`config.mk`:
```
export PLATFORM = sky130hd
export DESIGN_NAME = pc_branch_unit
export DESIGN_NICKNAME = d
export VERILOG_FILES = /design/src/rtl/pc_branch_unit_pkg.sv /design/src/rtl/pc_branch_unit_lut.sv /design/src/rtl/pc_branch_unit.sv
export SDC_FILE = /design/constraint.sdc
export NUM_CORES = 1
export LEC_CHECK = 0
export BUFFER_PORTS_ARGS = -buffer_cell sky130_fd_sc_hd__clkbuf_2
export CAP_MARGIN = 5
export CORE_ASPECT_RATIO = 0.75
export CORE_MARGIN = 2
export CORE_UTILIZATION = 44
export DETAILED_ROUTE_END_ITERATION = 16
export GPL_ROUTABILITY_DRIVEN = 0
export HOLD_SLACK_MARGIN = 0.15
export PLACE_DENSITY = 0.71
export SLEW_MARGIN = 20
export SYNTH_ARGS = -nofsm -noshare
export SYNTH_HDL_FRONTEND = slang
export SYNTH_SLANG_ARGS = --single-unit
```
`constraint.sdc`:
```
create_clock -name clk -period 2.9 [get_ports clk]
set_input_delay 0.87 -clock clk [delete_from_list [all_inputs] [get_ports clk]]
set_output_delay 0.87 -clock clk [all_outputs]
set_load 0.05 [all_outputs]
```
`src/rtl/pc_branch_unit_pkg.sv`:
```
// Shared types and helpers for the program-counter / branch unit.
package pc_pkg;

  typedef enum logic [1:0] {
    IDLE   = 2'd0,
    RUN    = 2'd1,
    HALTED = 2'd2
  } pc_state_t;

  localparam logic [31:0] PC_RESET = '0;

  // Sign-extend the low w bits of v to 32 bits; callers truncate to their width.
  function automatic logic signed [31:0] sext(input logic [31:0] v, input int unsigned w);
    logic signed [31:0] t;
    t = $signed(v << (32 - w));
    return t >>> (32 - w);
  endfunction

endpackage

```
`src/rtl/pc_branch_unit_lut.sv`:
```
// Runtime-writable branch-offset table; reads are combinational and return 0
// for any index at or beyond LUT_DEPTH.
module pc_offset_lut
  import pc_pkg::*;
#(
  parameter int D         = 12,
  parameter int SEL_W     = 4,
  parameter int LUT_DEPTH = 2 ** SEL_W
) (
  input  logic             clk,
  input  logic             rst_n,
  input  logic             we,
  input  logic [SEL_W-1:0] waddr,
  input  logic [D-1:0]     wdata,
  input  logic [SEL_W-1:0] raddr,
  output logic [D-1:0]     rdata
);

  localparam int LUT_AW = (LUT_DEPTH > 1) ? $clog2(LUT_DEPTH) : 1;

  logic [D-1:0] mem_q [LUT_DEPTH];
  logic [D-1:0] mem_d [LUT_DEPTH];

  always_comb begin
    mem_d = mem_q;
    if (we && (int'(waddr) < LUT_DEPTH)) begin
      mem_d[waddr[LUT_AW-1:0]] = wdata;
    end
  end

  always_ff @(posedge clk or negedge rst_n) begin
    if (!rst_n) begin
      for (int i = 0; i < LUT_DEPTH; i++) begin
        mem_q[i] <= '0;
      end
    end else begin
      mem_q <= mem_d;
    end
  end

  // Reads see the registered contents, so a same-cycle write is not visible.
  assign rdata = (int'(raddr) < LUT_DEPTH) ? mem_q[raddr[LUT_AW-1:0]] : '0;

endmodule

```
`src/rtl/pc_branch_unit.sv`:
```
// Program counter with run/halt control and immediate/LUT branch offsets.
// Define PC_RAS_EN to add a circular return-address stack for call/ret.
module pc_branch_unit
  import pc_pkg::*;
#(
  parameter int D         = 12,
  parameter int SEL_W     = 4,
  parameter int LUT_DEPTH = 2 ** SEL_W,
  parameter int RAS_DEPTH = 4
) (
  input  logic             clk,
  input  logic             rst_n,
  input  logic             start,
  input  logic [D-1:0]     start_addr,
  input  logic             halt,
  input  logic             stall,
  input  logic             branch_en,
  input  logic             use_lut,
  input  logic [SEL_W-1:0] sel,
  input  logic             lut_we,
  input  logic [SEL_W-1:0] lut_waddr,
  input  logic [D-1:0]     lut_wdata,
  input  logic             call,
  input  logic             ret,
  output logic [D-1:0]     pc,
  output logic             running,
  output logic             done,
  output logic             ras_err
);

  pc_state_t state_q, state_d;
  logic [D-1:0] pc_q, pc_d;
  logic [D-1:0] lut_rdata;
  logic signed [D-1:0] offset;
  logic [D-1:0] pc_inc, pc_tgt;

  pc_offset_lut #(
    .D         (D),
    .SEL_W     (SEL_W),
    .LUT_DEPTH (LUT_DEPTH)
  ) u_lut (
    .clk   (clk),
    .rst_n (rst_n),
    .we    (lut_we),
    .waddr (lut_waddr),
    .wdata (lut_wdata),
    .raddr (sel),
    .rdata (lut_rdata)
  );

  assign offset = use_lut ? $signed(lut_rdata) : D'(sext(32'(sel), SEL_W));
  assign pc_inc = pc_q + D'(1);
  assign pc_tgt = pc_q + $unsigned(offset);

`ifdef PC_RAS_EN
  localparam int RAS_AW = (RAS_DEPTH > 1) ? $clog2(RAS_DEPTH) : 1;

  logic [D-1:0]    ras_q [RAS_DEPTH];
  logic [D-1:0]    ras_d [RAS_DEPTH];
  logic [RAS_AW-1:0] tp_q, tp_d;   // slot the next push writes
  logic [RAS_AW:0]   cnt_q, cnt_d;
  logic [RAS_AW-1:0] tp_prev, tp_next;
  logic            ras_err_q, ras_err_d;

  assign tp_prev = (tp_q == '0) ? RAS_AW'(RAS_DEPTH - 1) : tp_q - RAS_AW'(1);
  assign tp_next = (tp_q == RAS_AW'(RAS_DEPTH - 1)) ? '0 : tp_q + RAS_AW'(1);
  assign ras_err = ras_err_q;
`else
  logic unused_ret;
  assign unused_ret = ret;
  assign ras_err    = 1'b0;
`endif

  always_comb begin
    state_d = state_q;
    pc_d    = pc_q;
`ifdef PC_RAS_EN
    ras_d     = ras_q;
    tp_d      = tp_q;
    cnt_d     = cnt_q;
    ras_err_d = ras_err_q;
`endif
    // start has top priority from every state
    if (start) begin
      pc_d    = start_addr;
      state_d = RUN;
`ifdef PC_RAS_EN
      ras_err_d = 1'b0;
`endif
    end else begin
      case (state_q)
        RUN: begin
          if (halt) begin
            state_d = HALTED;
          end else if (stall) begin
            pc_d = pc_q;
`ifdef PC_RAS_EN
          end else if (ret) begin
            if (cnt_q == '0) begin
              pc_d      = pc_inc;
              ras_err_d = 1'b1;
            end else begin
              pc_d  = ras_q[tp_prev];
              tp_d  = tp_prev;
              cnt_d = cnt_q - (RAS_AW + 1)'(1);
            end
`endif
          end else if (branch_en || call) begin
            pc_d = pc_tgt;
`ifdef PC_RAS_EN
            if (call) begin
              ras_d[tp_q] = pc_inc;
              tp_d        = tp_next;
              // a full stack overwrites its oldest entry
              if (cnt_q == (RAS_AW + 1)'(RAS_DEPTH)) begin
                ras_err_d = 1'b1;
              end else begin
                cnt_d = cnt_q + (RAS_AW + 1)'(1);
              end
            end
`endif
          end else begin
            pc_d = pc_inc;
          end
        end
        IDLE, HALTED: begin
          pc_d = pc_q;
        end
        default: begin
          state_d = IDLE;
        end
      endcase
    end
  end

  always_ff @(posedge clk or negedge rst_n) begin
    if (!rst_n) begin
      state_q <= IDLE;
      pc_q    <= D'(PC_RESET);
`ifdef PC_RAS_EN
      for (int i = 0; i < RAS_DEPTH; i++) begin
        ras_q[i] <= '0;
      end
      tp_q      <= '0;
      cnt_q     <= '0;
      ras_err_q <= 1'b0;
`endif
    end else begin
      state_q <= state_d;
      pc_q    <= pc_d;
`ifdef PC_RAS_EN
      ras_q     <= ras_d;
      tp_q      <= tp_d;
      cnt_q     <= cnt_d;
      ras_err_q <= ras_err_d;
`endif
    end
  end

  assign pc      = pc_q;
  assign running = (state_q == RUN);
  assign done    = (state_q == HALTED);

endmodule

```
==> impl_metrics.yaml, run 1 <==
status:
  status: "complete, but fails checks"
  failed_checks: "setup timing"
critical_path:
  crit_path_end_kind: "flop"
  crit_type: "input pin to flop"
  critical_path.slowest_cell: "ha_1"
  crit_path_start_kind: "input pin"
  worstPathRequired_ps: 3320
  path_max_fanout: 11
  critical-path-max-stage-delay_ps: 380
  arrival_ps: 3750
  r2r_cells: 15
  worstPathCellList: "clkbuf_4, buf_12, buf_6, mux4_2, mux2i_2, a211oi_2, ha_1, o21ai_2, a221oi_2, buf_4, a21oi_1, o21bai_1, xor2_1, mux2i_1, o21ai_1"
sta:
  fin_crit_sh_pct: 115
  hold_viol_final: 0
  worstMarginPinSlew_ps: 519
  setup_ws_ps: -435
  finClkSkew_ps: 10.9
  setup_tns_ps: -2970
  fin_crit_ps: 3340
  final-setup-viol-count: 9
  fmax_ghz: 0.300
  finalMaxSlewViolations: 0
  maxSlewHeadroom_pct: 65.4
  timing.hold.ws_ps: 299
  rsz0062_at_grt: "true"
global_route:
  grt_pass1_wl_um: 39100
  grt.total_usage_pct: 21.5
  grt_max_degree: 76
  grt_pass1_vias: 6672
  antenna_found_initial: 0
  grt_overflow_total: 0
drt:
  wl_um: 25000
  drc: 0
  first_pass_iters: 5
  drtAntennaViolNets: 0
  vias_per_cell: 5.84
  drt_iter0_markers: 612
  vias: 6487
  wire_per_inst_um: 22.5
pwr:
  powerDensity_mw_per_mm2: 692
  switching_share_pct: 27.0
  intPower_w: 0.00612
  finalPower_w: 0.00838
  p_sw_w: 0.00226
  ir_drop_v: 0.000366
  p_leak_nw: 5.32
  pwr-share-comb_pct: 24.2
  clkPwrFrac_pct: 29.6
  power_frac_seq_pct: 46.2
layout:
  insertedDiodeCount: 0
  fin_nets: 860
  drive_gt1_share_pct: 57.6
  area_growth_pct: 21.4
  stdcell_area_mm2: 0.0121
  final_core_util_pct: 54.6
synthesis:
  synthesis.area_mm2: 0.00998
  synthMostInstantiatedCell: "dfrtp_1"
  yosysSeqAreaShare_pct: 51.7
  synthTopCellsByArea: "dfrtp_1 (52%), mux2_2 (23%), mux4_2 (10%)"
  synth_common_cells: "dfrtp_1 (206), mux2_2 (203), mux4_2 (46), clkbuf_1 (34), a21oi_1 (22)"
  synth_edf_count: 0
  ys_ff_latch: 206
  ys.warnings.count: 0
  yosys.area.top_type: "dfrtp_1"
  synthArstFlopShare_pct: 100
  ys.flop_type: "dfrtp_1"
  syn_avg_cell_area_um2: 14.5
  synth_cell_type_count: 49
  post_synth_inst_count: 690
  syn-num-nets: 744
  synth_top_area_share_pct: 51.7
clock_network:
  root_buffer: "clkbuf_16"
  htreeDepth: 1
  tritoncts: "built"
  clockBufferDepth: 3
  cts_sinks: 206
  clk_pin_slew_ps: 60
  numCtsBuffers: 20
  clock_latency_ps: 490
floorplanning:
  io_pins: 57
  rows: 47
  core-area_mm2: 0.0222
  die_w_um: 178
  dieArea_mm2: 0.0239
  dieHeight_um: 134
  initial_utilization_pct: 45.0
placement:
  io_buffers: 54
  place_area_mm2: 0.0112
  dp_hpwl_um: 16700
job:
  maxCapViolations: 0
min_path:
  hold_path.class: "input pin to asynchronous set/reset pin"
-- metrics by stage --
stage | setup slack, ps | instances
after CTS | -399 | 1108
after floorplan | -795 | 690
after global routing | -539 | 1111
after global placement | -1110 | 1066
final | -435 | 1111
after detailed placement | -1220 | 1066
-- cell type report --
type,count,area [um2]
fillers,1764,10100
flip-flops and latches,206,5150
multi-input cells,424,4760
repair buffers,146,1180
clock buffers,29,596
well taps,294,368
inverters,8,30.0
clock inverters,4,20.0
-- flip-flops by register name (all words and copies together), names as in the netlist --
| name | cells |
|---|---|
| pc | 12 |
| u_lut.mem_q | 192 |
| state_q | 2 |
-- routing by layer --
layer / GRT usage [%] / share of wire (%)
met2: 32.3 / 45
met1: 32.3 / 47
met3: 3.97 / 5.6
met5: 0 / 0
met4: 5.19 / 2.1
-- critical path, delay by kind of cell --
kind | cells | cell delay (ps)
compound gates | 6 | 950
xor+xnor | 1 | 180
fa+ha+maj | 1 | 380
buf+inv | 4 | 740
mux | 3 | 620
-- cell families (layout without fill, tap and decap cells) --
family,after synthesis,after routing,synth area share (%)
other,1,1,0.0376
AO/OA/AOI/OAI,69,69,4.34
AND/OR/NAND/NOR,69,69,3.32
flip-flops,206,206,51.7
buffers and inverters,60,187,2.93
adder cells (fa/ha/maj),12,12,1.58
multiplexers,267,267,35.6
XOR/XNOR,6,6,0.527
-- layout by cell type (no fill, tap or decap), types with 5 or more instances in the layout --
cell and count:
clkbuf_16 21, a211oi_2 8, buf_12 12, a21oi_2 8
buf_4 75, a21oi_1 13, nand2_1 20, nor3_2 5
ha_1 9, nand2b_1 5, dfrtp_1 206, clkbuf_2 51
clkbuf_8 5, mux2_2 200, nand3_1 6, nor2_1 14
mux4_2 46, o21ai_1 9, inv_1 6, mux2i_1 12
-- timing repair --
item                                    in CTS  in global routing
hold buffers                                 0                  0
gates cloned                                 1                  0
gates resized for setup                     27                 11
endpoints found under the setup margin      11                 10
pin swaps                                   14                 18
setup buffers                                9                  3
-- power by group through the flow --
stage | Sequential [W] | Combinational [W] | Clock [W]
2_1_floorplan | 0.00384 | 0.00133 | 0
3_3_place_gp | 0.00386 | 0.00184 | 0
3_5_place_dp | 0.00391 | 0.00192 | 0
4_1_cts | 0.00386 | 0.00200 | 0.00253
5_1_grt | 0.00394 | 0.00218 | 0.00264
6_report | 0.00387 | 0.00203 | 0.00248
-- path summary, 6_finish.rpt --
path / start / end / slack [ps]
max: sel[1] / pc[9]$_DFFE_PN0P_ / -440
min: rst_n / u_lut.mem_q[180]$_DFFE_PN0P_ / 300
max reg2reg: u_lut.mem_q[144]$_DFFE_PN0P_ / pc[6]$_DFFE_PN0P_ / -250
min reg2reg: u_lut.mem_q[19]$_DFFE_PN0P_ / u_lut.mem_q[19]$_DFFE_PN0P_ / 500
max in group asynchronous: rst_n / u_lut.mem_q[190]$_DFFE_PN0P_ / 1880
min in group clk: u_lut.mem_q[19]$_DFFE_PN0P_ / u_lut.mem_q[19]$_DFFE_PN0P_ / 500
Power figures use the tool's default switching activity.
==> run 2, diff against run 1 <==
Settings changed: BUFFER_PORTS_ARGS -buffer_cell sky130_fd_sc_hd__clkbuf_2 to -buffer_cell sky130_fd_sc_hd__buf_4, CORE_MARGIN 2 to 8, RECOVER_POWER from default to 50.
==> impl_metrics.yaml, run 2 (synthesized netlist as in run 1, its figures left out) <==
status:
  status: "complete, but fails checks"
  failed_checks: "capacitance limit, slew limit, setup timing"
floorplanning:
  io_pins: 57
  dieHeight_um: 146
  die_w_um: 190
  initial_utilization_pct: 45.0
  dieArea_mm2: 0.0278
  rows: 47
  core-area_mm2: 0.0222
layout:
  final_cell_mix: "dfrtp_1 (206), mux2_2 (199), buf_4 (130), mux4_2 (46), clkbuf_16 (22)"
  area_growth_pct: 22.9
  fin_nets: 865
  largest_register: "u_lut.mem_q"
  stdcell_area_mm2: 0.0123
  largest_register_ff_count: 192
  multi_input_area_mm2: 0.00476
  insertedDiodeCount: 0
  instances_no_fill: 1121
  drive_gt1_share_pct: 57.8
  final_common_cell: "dfrtp_1"
  final_core_util_pct: 55.3
  seq_area_mm2: 0.00515
  fillers: 1773
clock_network:
  clock_latency_ps: 510
  hold_buffers: 0
  clk_pin_slew_ps: 60
  root_buffer: "clkbuf_16"
  htreeDepth: 1
  clockBufferDepth: 3
  tritoncts: "built"
  numCtsBuffers: 22
  cts_sinks: 206
job:
  maxCapViolations: 1
global_route:
  grt_pass1_wl_um: 41600
  grt_max_degree: 68
  grt.total_usage_pct: 19.0
  grt_overflow_total: 0
  antenna_found_initial: 0
  grt_pass1_vias: 7078
sta:
  setup_ws_ps: -474
  final-setup-viol-count: 9
  hold_viol_final: 0
  timing.hold.ws_ps: 500
  fin_crit_sh_pct: 116
  fmax_ghz: 0.296
  worstMarginPinSlew_ps: 1780
  fin_crit_ps: 3370
  maxSlewHeadroom_pct: -18.8
  setup_tns_ps: -2820
  finalMaxSlewViolations: 68
  finClkSkew_ps: 13.0
  rsz0062_at_grt: "true"
placement:
  place_area_mm2: 0.0113
  io_buffers: 54
  dp_hpwl_um: 17300
  dpl.cell_count: 1071
critical_path:
  crit_path_end_kind: "flop"
  path_max_fanout: 7
  worstPathRequired_ps: 3340
  crit_type: "input pin to flop"
  arrival_ps: 3810
  crit_path_start_kind: "input pin"
drt:
  vias_per_cell: 5.89
  drc: 0
  wire_per_inst_um: 23.9
  vias: 6600
  drtAntennaViolNets: 0
  first_pass_iters: 4
  drt_iter0_markers: 446
  wl_um: 26800
pwr:
  p_sw_w: 0.00240
  powerDensity_mw_per_mm2: 709
  ir_drop_v: 0.000410
  p_leak_nw: 5.39
  switching_share_pct: 27.6
  pwr-share-comb_pct: 23.5
  clkPwrFrac_pct: 31.8
  intPower_w: 0.00630
  power_frac_seq_pct: 44.6
min_path:
  hold_path.class: "flop to flop"
run 2: changes by cell type in the layout (fill, tap and decap cells not counted), sizes merged:
cell,delta
buf,+49
bufinv,+1
clkinv,+6
clkbuf,-46
run 2: metrics by stage:
step	worst slack [ps]	power [W]
6_report	-474	0.00870
5_1_grt	-543	0.00906
4_1_cts	-373	0.00872
3_5_place_dp	-1150	0.00585
3_3_place_gp	-1060	0.00571
2_1_floorplan	-795	0.00517
run 2: worst paths after layout:
path,end,from,slack [ps],depth (start not counted)
min in group asynchronous,u_lut.mem_q[144]$_DFFE_PN0P_,rst_n,800,1
setup / recovery,pc[11]$_DFFE_PN0P_,sel[0],-470,14
hold / removal,u_lut.mem_q[131]$_DFFE_PN0P_,u_lut.mem_q[131]$_DFFE_PN0P_,500,1
setup reg to reg,pc[10]$_DFFE_PN0P_,u_lut.mem_q[144]$_DFFE_PN0P_,-290,14
hold reg to reg,u_lut.mem_q[131]$_DFFE_PN0P_,u_lut.mem_q[131]$_DFFE_PN0P_,500,1
max in group asynchronous,u_lut.mem_q[106]$_DFFE_PN0P_,rst_n,360,2
run 2: layout make-up:
| class | count | area share [%] |
|---|---|---|
| multi-input cells | 424 | 38.8 |
| clock inverters | 11 | 0.867 |
| flip-flops and latches | 206 | 42.0 |
| inverters | 8 | 0.245 |
| well taps | 294 | 3.00 |
| repair buffers | 149 | 10.1 |
| clock buffers | 29 | 4.95 |
run 2: worst max-delay path, stage by stage:
cell      delay (ps)
buf_16           130
buf_4            140
buf_6            130
buf_4            140
mux4_2           330
mux2i_1           90
a211oi_1         560
ha_1             360
a21o_1           180
a21oi_2          160
o21ai_2           80
xnor2_1          140
or3_1            310
a31oi_1          170
run 2: what timing repair did:
action / CTS / global route
endpoints found under the setup margin: 10 / 9
gates resized for setup: 33 / 6
pin swaps: 19 / 13
buffers inserted: 6 / 4
gates cloned: 2 / 0
run 2: metal layers:
metal	global-route usage [%]	up-vias	wire [um]
met3	4.59	53	1970
li1	-	2797	-
met4	5.73	0	722
met2	28.3	255	12100
met5	0	-	0
met1	27.1	3495	12000
run 2: power groups by stage:
| stage | Combinational (W) | Sequential [W] | Clock (W) |
|---|---|---|---|
| after global routing | 0.00220 | 0.00395 | 0.00292 |
| final | 0.00205 | 0.00388 | 0.00277 |
| after detailed placement | 0.00193 | 0.00392 | 0 |
| after CTS | 0.00203 | 0.00387 | 0.00281 |
| after floorplan | 0.00133 | 0.00384 | 0 |
| after global placement | 0.00185 | 0.00386 | 0 |
